==> src/rtl/alu_pkg.sv <==
// Shared definitions for the two-requester ALU arbiter: opcodes, FSM states,
// and the divide/remainder special-case result patching.
package alu_pkg;

  localparam int unsigned OP_W   = 5;
  localparam int unsigned DATA_W = 32;

  localparam logic [OP_W-1:0] OP_ADD  = 5'b00000;
  localparam logic [OP_W-1:0] OP_SUB  = 5'b00001;
  localparam logic [OP_W-1:0] OP_AND  = 5'b00010;
  localparam logic [OP_W-1:0] OP_OR   = 5'b00011;
  localparam logic [OP_W-1:0] OP_XOR  = 5'b00100;
  localparam logic [OP_W-1:0] OP_SLL  = 5'b00101;
  localparam logic [OP_W-1:0] OP_SRL  = 5'b00110;
  localparam logic [OP_W-1:0] OP_SRA  = 5'b00111;
  localparam logic [OP_W-1:0] OP_SLT  = 5'b01000;
  localparam logic [OP_W-1:0] OP_SLTU = 5'b01001;
  localparam logic [OP_W-1:0] OP_MUL  = 5'b01010;
  localparam logic [OP_W-1:0] OP_DIV  = 5'b11010;
  localparam logic [OP_W-1:0] OP_DIVU = 5'b11011;
  localparam logic [OP_W-1:0] OP_REM  = 5'b11100;
  localparam logic [OP_W-1:0] OP_REMU = 5'b11101;
  localparam logic [OP_W-1:0] OP_ILL0 = 5'b11110;
  localparam logic [OP_W-1:0] OP_ILL1 = 5'b11111;

  localparam logic [DATA_W-1:0] DIV_BY_ZERO_Q = 32'hFFFF_FFFF;
  localparam logic [DATA_W-1:0] DIV_OVF_A     = 32'h8000_0000;
  localparam logic [DATA_W-1:0] DIV_OVF_B     = 32'hFFFF_FFFF;
  localparam logic [DATA_W-1:0] DIV_OVF_Q     = 32'h8000_0000;
  localparam logic [DATA_W-1:0] DIV_OVF_R     = 32'h0000_0000;

  typedef enum logic [1:0] {
    ST_IDLE = 2'd0,
    ST_EXEC = 2'd1,
    ST_HOLD = 2'd2
  } state_t;

  typedef struct packed {
    logic [DATA_W-1:0] data;
    logic              err;
  } result_t;

  // The external ALU result is trusted except for the corner cases below.
  function automatic result_t fix_result(input logic [OP_W-1:0]   op,
                                         input logic [DATA_W-1:0] a,
                                         input logic [DATA_W-1:0] b,
                                         input logic [DATA_W-1:0] alu_res);
    result_t r;
    logic    b_zero;
    logic    ovf;
    b_zero = (b == '0);
    ovf    = (a == DIV_OVF_A) && (b == DIV_OVF_B);
    r.data = alu_res;
    r.err  = 1'b0;
    case (op)
      OP_DIV: begin
        if (b_zero)   r.data = DIV_BY_ZERO_Q;
        else if (ovf) r.data = DIV_OVF_Q;
      end
      OP_DIVU: if (b_zero) r.data = DIV_BY_ZERO_Q;
      OP_REM: begin
        if (b_zero)   r.data = a;
        else if (ovf) r.data = DIV_OVF_R;
      end
      OP_REMU: if (b_zero) r.data = a;
      OP_ILL0, OP_ILL1: begin
        r.data = '0;
        r.err  = 1'b1;
      end
      default: ;
    endcase
    return r;
  endfunction

endpackage

==> src/rtl/rr_arb2.sv <==
// Two-way grant logic. Round-robin by default; ALU_ARB_FIXED_PRIO_EN selects
// fixed priority (requester 0 always wins) and removes the last-grant register.
module rr_arb2
  import alu_pkg::*;
(
  input  logic       clk,
  input  logic       rst_n,
  input  logic [1:0] valid_i,
  input  logic       accept_i,
  output logic [1:0] grant_o
);

`ifdef ALU_ARB_FIXED_PRIO_EN
  logic unused_ok;
  assign unused_ok = ^{clk, rst_n, accept_i};
  assign grant_o   = {valid_i[1] & ~valid_i[0], valid_i[0]};
`else
  logic last_q;
  logic last_d;

  // last_q holds the index granted most recently; the other one wins a tie.
  always_comb begin
    grant_o = valid_i;
    if (valid_i == 2'b11) grant_o = last_q ? 2'b01 : 2'b10;
    last_d = last_q;
    if (accept_i) last_d = grant_o[1];
  end

  always_ff @(posedge clk or negedge rst_n) begin
    if (!rst_n) last_q <= 1'b1;
    else        last_q <= last_d;
  end
`endif

endmodule

==> src/rtl/alu_arbiter.sv <==
// Shares one external combinational ALU between two requesters: accept, one
// execute cycle, then hold the response until the owner takes it.
module alu_arbiter
  import alu_pkg::*;
#(
  parameter int ID_W = 4
) (
  input  logic            clk,
  input  logic            rst_n,
  input  logic [1:0]      req_valid,
  output logic [1:0]      req_ready,
  input  logic [4:0]      req_op0,
  input  logic [4:0]      req_op1,
  input  logic [31:0]     req_a0,
  input  logic [31:0]     req_b0,
  input  logic [31:0]     req_a1,
  input  logic [31:0]     req_b1,
  input  logic [ID_W-1:0] req_tag0,
  input  logic [ID_W-1:0] req_tag1,
  output logic [31:0]     alu_a,
  output logic [31:0]     alu_b,
  output logic [4:0]      alu_op,
  input  logic [31:0]     alu_out,
  output logic [1:0]      rsp_valid,
  input  logic [1:0]      rsp_ready,
  output logic [31:0]     rsp_data,
  output logic [ID_W-1:0] rsp_tag,
  output logic            rsp_err,
  output logic            rsp_zero,
  output state_t          dbg_state_o
);

  // Handshake rule on both channels: a transfer happens at a rising edge where
  // valid and ready are both 1; valid never depends on ready.
  state_t          state_q;
  logic            owner_q;
  logic [4:0]      op_q;
  logic [31:0]     a_q;
  logic [31:0]     b_q;
  logic [ID_W-1:0] tag_q;
  logic [1:0]      rsp_valid_q;
  logic [31:0]     rsp_data_q;
  logic [ID_W-1:0] rsp_tag_q;
  logic            rsp_err_q;
  logic            rsp_zero_q;

  logic [1:0] grant;
  logic       accept;
  logic       sel;
  result_t    res;

  rr_arb2 u_arb (
    .clk      (clk),
    .rst_n    (rst_n),
    .valid_i  (req_valid),
    .accept_i (accept),
    .grant_o  (grant)
  );

  assign req_ready = (rst_n && state_q == ST_IDLE) ? (req_valid & grant) : 2'b00;
  assign accept    = |req_ready;
  assign sel       = req_ready[1];
  assign res       = fix_result(op_q, a_q, b_q, alu_out);

  always_ff @(posedge clk or negedge rst_n) begin
    if (!rst_n) begin
      state_q     <= ST_IDLE;
      owner_q     <= 1'b0;
      op_q        <= '0;
      a_q         <= '0;
      b_q         <= '0;
      tag_q       <= '0;
      rsp_valid_q <= 2'b00;
      rsp_data_q  <= '0;
      rsp_tag_q   <= '0;
      rsp_err_q   <= 1'b0;
      rsp_zero_q  <= 1'b0;
    end else begin
      case (state_q)
        ST_IDLE: begin
          if (accept) begin
            owner_q <= sel;
            op_q    <= sel ? req_op1  : req_op0;
            a_q     <= sel ? req_a1   : req_a0;
            b_q     <= sel ? req_b1   : req_b0;
            tag_q   <= sel ? req_tag1 : req_tag0;
            state_q <= ST_EXEC;
          end
        end
        ST_EXEC: begin
          rsp_data_q  <= res.data;
          rsp_err_q   <= res.err;
          rsp_zero_q  <= (res.data == '0);
          rsp_tag_q   <= tag_q;
          rsp_valid_q <= owner_q ? 2'b10 : 2'b01;
          state_q     <= ST_HOLD;
        end
        ST_HOLD: begin
          if (rsp_ready[owner_q]) begin
            rsp_valid_q <= 2'b00;
            state_q     <= ST_IDLE;
          end
        end
        default: state_q <= ST_IDLE;
      endcase
    end
  end

  assign alu_a       = a_q;
  assign alu_b       = b_q;
  assign alu_op      = op_q;
  assign rsp_valid   = rsp_valid_q;
  assign rsp_data    = rsp_data_q;
  assign rsp_tag     = rsp_tag_q;
  assign rsp_err     = rsp_err_q;
  assign rsp_zero    = rsp_zero_q;
  assign dbg_state_o = state_q;

endmodule

==> config.mk <==
export PLATFORM = sky130hd
export DESIGN_NAME = alu_arbiter
export DESIGN_NICKNAME = d
export VERILOG_FILES = /design/src/rtl/alu_pkg.sv /design/src/rtl/rr_arb2.sv /design/src/rtl/alu_arbiter.sv
export SDC_FILE = /design/constraint.sdc
export NUM_CORES = 1
export LEC_CHECK = 0
export CORE_AREA = 10 10 132 134
export CTS_BUF_LIST = sky130_fd_sc_hd__clkbuf_4
export DETAILED_ROUTE_END_ITERATION = 8
export DIE_AREA = 0 0 142 144
export GPL_TIMING_DRIVEN = 0
export PLACE_DENSITY = 0.82
export SLEW_MARGIN = 20
export SYNTH_ARGS = -nofsm -noshare
export SYNTH_HDL_FRONTEND = slang
export SYNTH_SLANG_ARGS = --single-unit
==> constraint.sdc <==
create_clock -name clk -period 2.9 [get_ports clk]
set_clock_uncertainty 0.1 [all_clocks]
set_input_delay 0.58 -clock clk [delete_from_list [all_inputs] [get_ports clk]]
set_output_delay 0.58 -clock clk [all_outputs]
set_load 0.01 [all_outputs]
==> impl_results.md <==
* Proportion of synthesized area in mux cells at 0.725%
* Library cells used by synthesis at 58
* Cell area reported after detailed placement at 9440 um^2
* Adder-cell share of the synthesized area at 0.161%
* 1st-iter DRT viols at 593
* Synthesized instance count at roughly 750
* Largest net degree at the start of global routing at 65
* Clock tree from TritonCTS: done
* Number of placement rows at 45
* Post-route cell area at between 9000 and 10000 um^2
* Proportion of synthesized chip area in sequential cells at 47.2%
* Number of warnings issued by yosys at 0
* Largest fanout of any net on the critical path at 8
* Relative max-transition margin at 46.2%
* Std-Cell Core Area at 14900 um^2
* Commonest register cell after synthesis: dfrtp_1
* Sequential cell area in the final layout at just under 3000 um^2
* Buffer cell driving the clock tree root: clkbuf_4
* Horizontal die dimension at roughly 140 um
* Summed negative setup slack over all endpoints at 0 ns
* Post-synthesis compound-gate area fraction at around a fifth
* Length in cells of the worst reg-to-reg path at 8
* Fraction of the cycle the final worst path needs at between 90% and 100%
* Count of fill cells added during filler insertion at between 1000 and 1500
* Highest clock frequency the design can meet at 353 MHz
* Clock tree sinks at between 100 and 150
* Floorplan die height at 144 um
* Power density over the cells at around 950 nW/um^2
* Leakage at between 4 and 5 nW
* Nature of the critical path startpoint: register
* Average instance area after synthesis at a little over 8 um^2
* Run status: finished, final reports clean
* Die area at 20400 um^2
* Synth-to-layout area growth at 60.1%
* Number of stages on the worst hold path at 2
* Clock transition at path regs at 0.10 ns
* Path type of the worst setup path: register to register
* Buffers added on ports at 296
* Data arrival time of the worst path at about 3.2 ns
* Ports placed on the boundary at between 200 and 300
* Clock tree buffer depth at 2
* Clock latency at the later pin of the worst-skew pair at 0.54 ns
* First-pass GRT wire length at 42500 um
* Type of the tightest min-delay check: register to register
* Total clock buffers created by CTS at 17
* Register bit total from synthesis at 117
* First-pass iteration count of the detailed router at 5
* Count of maximum capacitance violations at 0
* Dpl hpwl at about 23000 um
* Post-route minimum period at about 2.8 ns
* DR vias at 7520
* Worst VDD drop at ~0.00046 V
* Multi-input gate area at about 3100 um^2
* DR vias/cell at slightly below 6
* Final Total Pwr at 9.41 mW
* Kind of end point of the critical path: register
* Overflow left after global routing at 0
* Fin. Hold Viols at 0
* Share of cells above drive strength 1 at about 8.2%
* Net count after synthesis at 931
* Post-synthesis async set-or-reset flop share at 100%
* Final setup violation count at 0
* Post-layout utilization of the core at 66.9%
* Number of antenna violations at the first check in global routing at 0
* Weighted congestion reported at the end of routability-driven placement at 0.968
* Post-synthesis xor/xnor area fraction at 0%
* Average routed wire per standard cell at around 23 um
* Required @ worst endpoint at 3.25 ns
* Count of unresolved DRC violations after routing at 0
* Largest family of logic cells by synthesized area: simple AND/OR/NAND/NOR gates
* Via count of the first global-routing pass at 7387
* Initial Utilization at 41.8%
* Deepest level of the CTS H-tree at 4
* Number of enable-type register cells in the synthesized netlist at 0
* Max-slew violations at 0
* Unrepaired setup endpoints after global routing: true
* Net total in the final layout at 1254
* Area share of and/or/nand/nor cells after synthesis at 27.0%
* Final wirelength at ~29000 um
* Slew of the pin with the lowest slew margin at 0.807 ns
* Synthesized cell area at 6210 um^2
* Overall routing resource usage at 26.9%
* ANT nets after route at 0
[where the power goes]
group          internal [mW]  switching (mW)  total, mW
logic                   2.36            2.26       4.62
registers               2.45            1.10       3.55
clock network          0.611           0.633       1.24
total                   5.42            3.99       9.41
[what timing repair did]
item,CTS,global route
hold buffers,2,0
setup endpoints to repair,31,22
resized for setup,21,20
endpoints found under the hold margin,52,0
setup buffers,5,2
pin swaps,4,3
[cell families after synthesis]
family          count (synthesis)
mux                             4
flops                         117
buf+inv                        66
simple gates                  367
compound gates                192
fa+ha+maj                       1
[layout make-up]
class	count	area share, %
Clock buffer	20	1.51
Antenna cell	1	0.0252
Tap cell	188	2.37
Timing Repair Buffer	306	31.0
Multi-Input combinational cell	564	31.5
Sequential cell	117	29.5
Buffer	56	2.35
Inverter	8	0.352
Clock inverter	12	1.37
[stage by stage]
stage                     worst slack, ns  hold WS [ns]  std cells
after floorplan                     0.371         0.184        747
after global placement              -4.85         0.345       1231
after detailed placement           -0.725         0.361       1232
after CTS                          0.0349         0.379       1269
after global routing              -0.0172         0.408       1271
final                              0.0705         0.373       1272
[synthesized netlist by cell type, types with 2 or more instances]
| master | number | share of area [%] |
|---|---|---|
| nand2_1 | 192 | 12 |
| dfrtp_1 | 116 | 47 |
| nor2_1 | 99 | 6.0 |
| a31oi_1 | 79 | 8.0 |
| clkbuf_1 | 43 | 2.6 |
| o21ai_0 | 26 | 2.1 |
| o22ai_1 | 25 | 2.5 |
| nor4_1 | 17 | 1.7 |
| o31ai_1 | 16 | 1.9 |
| buf_1 | 10 | 0.60 |
| nand4_1 | 10 | 1.0 |
| nor3_1 | 8 | 0.64 |
| o41ai_1 | 8 | 1.1 |
| a21oi_1 | 7 | 0.56 |
| a311oi_1 | 7 | 0.99 |
| inv_1 | 7 | 0.42 |
| and4_1 | 6 | 0.85 |
| nor4_2 | 5 | 1.0 |
| buf_2 | 4 | 0.32 |
| mux2_2 | 4 | 0.73 |
| nand3_1 | 4 | 0.32 |
| nor2b_1 | 4 | 0.40 |
| or4_1 | 4 | 0.48 |
| and3_1 | 3 | 0.30 |
| nor4_4 | 3 | 1.0 |
| a21boi_0 | 2 | 0.24 |
| a21o_1 | 2 | 0.24 |
| a31o_2 | 2 | 0.28 |
| and2_1 | 2 | 0.20 |
| o22a_1 | 2 | 0.28 |
| o41a_1 | 2 | 0.36 |
| or4bb_1 | 2 | 0.36 |
[registers in the layout, indices dropped and copies added (netlist names), 2 cells and up]
register and flops:
alu_op 5, tag_q 4, rsp_data 32, alu_a 32, dbg_state_o 2, alu_b 32, rsp_valid 2, rsp_tag 4
[worst max-delay path, cell delays in order (launching register included)]
cell and delay, ns:
dfrtp_1 0.49, and2_1 0.16, clkbuf_1 0.28, nand2_1 0.29, or4_1 0.54, a222oi_1 0.34, and4b_1 0.25, a21oi_1 0.09
o31ai_2 0.22
[layout by cell type, fill, tap and decap left out, types with 8 or more instances in the layout]
cell type / synthesis / final
clkdlybuf4s50_1: 0 / 294
o41ai_1: 8 / 8
a31oi_1: 79 / 79
clkbuf_4: 0 / 22
o21ai_0: 26 / 25
nor3_1: 8 / 8
nor4_1: 17 / 12
buf_1: 10 / 8
nand2_1: 192 / 190
o22ai_1: 25 / 25
nor4_2: 5 / 8
o31ai_1: 16 / 15
nand4_1: 10 / 10
nor2_1: 99 / 96
clkbuf_1: 43 / 38
dfrtp_1: 116 / 111
[worst paths after layout]
check | slack (ns) | start | end
max in group asynchronous | 1.50 | rst_n | alu_a[0]$_DFFE_PN0P_
min in group asynchronous | 0.80 | rst_n | u_arb.last_q$_DFFE_PN1P_
min | 0.37 | u_arb.last_q$_DFFE_PN1P_ | u_arb.last_q$_DFFE_PN1P_
min reg2reg | 0.37 | u_arb.last_q$_DFFE_PN1P_ | u_arb.last_q$_DFFE_PN1P_
max reg2reg | 0.07 | alu_op[3]$_DFFE_PN0P_ | rsp_zero$_DFFE_PN0P_
max | 0.07 | alu_op[3]$_DFFE_PN0P_ | rsp_zero$_DFFE_PN0P_
[per-layer routing]
metal	wire (um)	global-route usage (%)
met1	10900	32.0
met5	0	0
met2	13900	44.1
met4	957	10.9
met3	3070	8.56
Note: power is estimated with default switching activity, not from simulation.
